===== config.mk =====
export PLATFORM = sky130hd
export DESIGN_NAME = dzcpu_uop_sequencer
export DESIGN_NICKNAME = d
export VERILOG_FILES = /design/src/rtl/dzcpu_uop_sequencer.sv
export SDC_FILE = /design/constraint.sdc
export NUM_CORES = 1
export LEC_CHECK = 0
export ABC_CLOCK_PERIOD_IN_PS = 1400
export CAP_MARGIN = 0
export CELL_PAD_IN_SITES_DETAIL_PLACEMENT = 2
export CELL_PAD_IN_SITES_GLOBAL_PLACEMENT = 2
export CORE_ASPECT_RATIO = 1.4
export CORE_MARGIN = 4
export CORE_UTILIZATION = 31
export DETAILED_ROUTE_END_ITERATION = 6
export DONT_BUFFER_PORTS = 1
export GPL_ROUTABILITY_DRIVEN = 0
export PLACE_DENSITY_LB_ADDON = 0.1
export RECOVER_POWER = 50
export SYNTH_ARGS = -nofsm -noshare
export SYNTH_HDL_FRONTEND = slang
export SYNTH_SLANG_ARGS = --single-unit

===== constraint.sdc =====
create_clock -name iClock -period 1.4 [get_ports iClock]
set_input_delay 0.14 -clock iClock [delete_from_list [all_inputs] [get_ports iClock]]
set_output_delay 0.14 -clock iClock [all_outputs]
set_load 0.02 [all_outputs]

===== src/rtl/dzcpu_uop_sequencer.sv =====
// dzcpu_uop_sequencer: micro-PC and flow controller for dzcpu (ports iClock/iReset/iStall/iMop*/iFlow*/iCbFlowIdx/iFlagZ in; oMop/oUopAddr/oPcInc/oFlagsUpdate/oUopValid/oEof/oOverrun out; DZCPU_SEQ_BREAKPOINT_EN adds iBreakMop/iBreakEn/iResume/oBreak opcode breakpoint)
module dzcpu_uop_sequencer #(
  parameter int UPC_W  = 8,
  parameter int FLOW_W = 4
) (
  input  logic              iClock,
  input  logic              iReset,
  input  logic              iStall,
  input  logic [7:0]        iMopData,
  input  logic              iMopValid,
  input  logic [UPC_W-1:0]  iFlowIdx,
  input  logic [UPC_W-1:0]  iCbFlowIdx,
  input  logic [FLOW_W-1:0] iFlowCtl,
  input  logic              iFlagZ,
  output logic [7:0]        oMop,
  output logic [UPC_W-1:0]  oUopAddr,
  output logic              oPcInc,
  output logic              oFlagsUpdate,
  output logic              oUopValid,
  output logic              oEof,
  output logic              oOverrun
`ifdef DZCPU_SEQ_BREAKPOINT_EN
  ,
  input  logic [7:0]        iBreakMop,
  input  logic              iBreakEn,
  input  logic              iResume,
  output logic              oBreak
`endif
);
  localparam logic [FLOW_W-1:0] F_INC        = FLOW_W'(1);
  localparam logic [FLOW_W-1:0] F_EOF        = FLOW_W'(2);
  localparam logic [FLOW_W-1:0] F_INC_EOF    = FLOW_W'(3);
  localparam logic [FLOW_W-1:0] F_INC_EOF_Z  = FLOW_W'(4);
  localparam logic [FLOW_W-1:0] F_INC_EOF_NZ = FLOW_W'(5);
  localparam logic [FLOW_W-1:0] F_JCB        = FLOW_W'(6);
  localparam logic [FLOW_W-1:0] F_EOF_FU     = FLOW_W'(7);
  localparam logic [FLOW_W-1:0] F_INC_EOF_FU = FLOW_W'(8);
  localparam logic [FLOW_W-1:0] F_UPD_FLAGS  = FLOW_W'(9);
  typedef enum logic [2:0] {FETCH, DECODE, CBDECODE, EXEC, BRK} state_t;
  state_t state;
  logic exec, z_end, is_eof, is_inc, is_fu, is_jcb;
  logic [UPC_W:0] inc_addr;
  always_comb begin
    exec = (state == EXEC) && !iStall;
    z_end = (iFlowCtl == F_INC_EOF_Z && iFlagZ) || (iFlowCtl == F_INC_EOF_NZ && !iFlagZ);
    is_eof = (iFlowCtl inside {F_EOF, F_INC_EOF, F_EOF_FU, F_INC_EOF_FU}) || z_end;
    is_inc = iFlowCtl inside {F_INC, F_INC_EOF, F_INC_EOF_Z, F_INC_EOF_NZ, F_JCB, F_INC_EOF_FU};
    is_fu = iFlowCtl inside {F_EOF_FU, F_INC_EOF_FU, F_UPD_FLAGS};
    is_jcb = iFlowCtl == F_JCB;
    inc_addr = {1'b0, oUopAddr} + 1'b1;
    oUopValid = exec;
    oPcInc = exec && is_inc;
    oFlagsUpdate = exec && is_fu;
    oEof = exec && is_eof;
  end
`ifdef DZCPU_SEQ_BREAKPOINT_EN
  assign oBreak = state == BRK;
`endif
  always_ff @(posedge iClock) begin
    if (!iReset) begin
      state <= FETCH;
      oMop <= '0;
      oUopAddr <= '0;
      oOverrun <= 1'b0;
    end else if (!iStall) begin
      case (state)
        FETCH: if (iMopValid) begin
          oMop <= iMopData;
          state <= DECODE;
        end
        DECODE: begin
`ifdef DZCPU_SEQ_BREAKPOINT_EN
          if (iBreakEn && oMop == iBreakMop) state <= BRK;
          else begin
            oUopAddr <= iFlowIdx;
            state <= EXEC;
          end
`else
          oUopAddr <= iFlowIdx;
          state <= EXEC;
`endif
        end
        CBDECODE: begin
          oUopAddr <= iCbFlowIdx;
          state <= EXEC;
        end
        EXEC: if (is_jcb) begin
          oMop <= iMopData;
          state <= CBDECODE;
        end else if (is_eof) begin
          oUopAddr <= '0;
          state <= FETCH;
        end else begin
          oUopAddr <= inc_addr[UPC_W-1:0];
          oOverrun <= oOverrun | inc_addr[UPC_W];
        end
`ifdef DZCPU_SEQ_BREAKPOINT_EN
        BRK: if (iResume) begin
          oUopAddr <= iFlowIdx;
          state <= EXEC;
        end
`endif
        default: state <= FETCH;
      endcase
    end
  end
endmodule


==> flow_summary.yaml <==
floorplan:
  pin_count: 54
  die_y_um: 83.02
  initial_core_util: 0.3180
  std_cell_rows: 27
  die_w_um: 61.59
  dieArea_um2: 5113
  coreArea_um2: 3919
sta:
  finalSetupViolations: 20
  rsz0062_at_grt: "yes"
  clock_skew_ns: 0.002445
  fin_ws_ns: -0.08631
  fin_crit_sh: 1.062
  fmax_ghz: 0.6728
  slew_headroom: 0.6689
  maxSlewViolCount: 0
  hold_ws_ns: 0.02129
  final-hold-violation-count: 0
  worst_pin_slew_ns: 0.4962
  min_period_ns: 1.486
setup_path:
  critPathSlowestCell: "dfxtp_4"
  path_buf_inv: 0
  cp_cell_sequence: "ha_4, a211oi_2, nand2b_4, o21ai_0, a22o_1"
  crit_required_ns: 1.56
  critical-path-top-delay-family: "compound AO/OA/AOI/OAI gates"
  setup.worst_path.start: "state[1]$_SDFFE_PN0P_"
  path_max_fanout: 6
  path_class: "reg2reg"
  cp_num_cells: 5
  r2r_start: "state[1]$_SDFFE_PN0P_"
  reg2reg_depth: 5
  ff2ff_setup_slack_ns: -0.09
  cp_slowest_stage_delay_ns: 0.37
  cp-start-kind: "flop"
  worstSetupEndpointType: "flop"
  cp_data_arrival_time_ns: 1.64
drt:
  detail_route.wl_per_cell_um: 20.97
  drt-vias-per-instance: 5.877
  num_vias: 1246
  postRouteWirelength_um: 4445
  drtIter0Drc: 28
  drc: 0
  detail-route-antenna-nets: 0
  drt-pass1-iter-count: 4
synth:
  synth.net_count: 177
  yosysWarnings: 0
  yosysSeqAreaShare: 0.3052
  ys.flop_type: "dfxtp_1"
  netlist-cell-type-count: 43
  async_flop_share: 0
  synth_edf_count: 0
  synth_area_um2: 1246
  postSynthAreaPerCell_um2: 8.965
  synthCells: 139
  synth_seq_cells: 19
final_layout:
  drive_gt1_frac: 0.4675
  fin_nets: 208
  syn_to_final_growth_pct: 45.28
  diodes: 0
  mostFrequentLayoutCell: "buf_4"
  layout_common_cells: "buf_4 (20), dfxtp_1 (14), nor2_1 (11), buf_6 (11), mux2i_1 (8)"
pwr:
  p_leak_nw: 0.6996
  ir_drop_uv: 694.7
  total_power_mw: 1.571
  power_density_nw_per_um2: 867.6
cts:
  root_buffer: "clkbuf_8"
  cts_buffer_depth: 2
  path_clk_slew_ns: 0.08
  clkSinkCount: 19
  clk_latency_ns: 0.26
  cts_max_level: 1
  cts_tree: "built"
  cts_made_buffers: 3
worst_hold_path:
  hold_start: "iReset"
  worstHoldPathCells: 2
  hp-class: "in2reg"
place:
  hpwl_um: 3122
  numPortBuffers: 0
global_route:
  grt_pass1_wl_um: 6775
  overflow: 0
  grt_max_degree: 14
  first_global_vias: 1382
  track_usage: 0.1701
  grt_antenna_before_repair: 0
status:
  violations: "negative setup slack"
  status: "finished, violations left"
flow_run:
  cap_violations: 0
[Yosys cell counts (2+ instances only)]
| master | instances | area (um^2) |
|---|---|---|
| o32ai_1 | 2 | 17.52 |
| a21oi_1 | 4 | 20.02 |
| buf_2 | 2 | 10.01 |
| nor2_1 | 13 | 48.80 |
| ha_1 | 5 | 62.56 |
| nand2b_1 | 6 | 37.54 |
| and3_1 | 6 | 37.54 |
| o21ai_1 | 8 | 40.04 |
| nand3_1 | 6 | 30.03 |
| dfxtp_1 | 19 | 380.4 |
| mux2i_1 | 8 | 80.08 |
| a22oi_1 | 8 | 60.06 |
| a22o_1 | 6 | 52.55 |
| a21o_1 | 2 | 15.01 |
| a211oi_1 | 3 | 22.52 |
| buf_6 | 3 | 33.78 |
| nand3b_1 | 2 | 15.01 |
| o22ai_1 | 3 | 18.77 |
| inv_1 | 6 | 22.52 |
| a31oi_1 | 2 | 12.51 |
| nor2b_1 | 3 | 18.77 |
[registers in the layout, indices dropped and copies added, names as in the netlist]
register,count
state,2
oMop,8
oUopAddr,8
oOverrun,1
[where the power goes]
part | switching, mW | leakage (nW) | internal (mW) | total, mW
logic | 0.242 | 0.520 | 0.259 | 0.500
clock network | 0.199 | 0.0217 | 0.201 | 0.400
registers | 0.0821 | 0.158 | 0.588 | 0.670
total | 0.523 | 0.700 | 1.05 | 1.57
[area by class of cell]
class                   count  area [um^2]
flip-flops and latches     19        391.6
repair buffers             33        309.0
fillers                   427         2108
clock buffers               3        41.29
clock inverters             1        7.507
multi-input cells         106        975.9
well taps                  43        53.80
inverters                   7        31.28
[worst reg2reg max path: cells and delay by family (launching register included)]
kind | cells | cell delay, ns
flops | 1 | 0.37
fa+ha+maj | 1 | 0.20
compound gates | 3 | 0.58
simple gates | 1 | 0.23
[routing by layer]
layer / track usage / vias up / routed length, um
li1: - / 586 / -
met1: 0.1863 / 609 / 1750
met2: 0.3022 / 44 / 2327
met3: 0.03421 / 7 / 284
met4: 0.06564 / 0 / 82
met5: 0 / - / 0
[what timing repair did]
| item | in CTS | in global routing |
|---|---|---|
| hold buffers | 0 | 0 |
| cloned | 0 | 1 |
| setup buffers | 3 | 6 |
| pin swaps | 4 | 18 |
| resized for setup | 18 | 33 |
| endpoints found under the setup margin | 20 | 23 |
[metrics by stage]
step	area, um^2	TNS [ns]	setup WS [ns]	instances	util
3_5_place_dp	1478	-1.517	-0.2138	202	0.3771
5_1_grt	1810	-2.752	-0.1763	212	0.4620
3_3_place_gp	1478	-0.6162	-0.1177	202	0.3771
4_1_cts	1635	-1.301	-0.1061	209	0.4173
6_report	1810	-1.032	-0.08631	212	0.4620
2_1_floorplan	1261	-0.9045	-0.09008	139	-
[cells by family after synthesis]
group	count (synthesis)	synth area share
AND/OR/NAND/NOR	45	0.2239
flip-flops	19	0.3052
multiplexers	8	0.06426
AO/OA/AOI/OAI	47	0.2882
buffers and inverters	15	0.06826
adder cells (fa/ha/maj)	5	0.05020
[worst paths after layout]
path,end
hold / removal,oUopAddr[0]$_SDFFE_PN0P_
setup reg to reg,oUopAddr[7]$_SDFFE_PN0P_
setup / recovery,oUopAddr[7]$_SDFFE_PN0P_
hold reg to reg,state[0]$_SDFFE_PN0P_
Note: power is estimated with default switching activity, not from simulation.
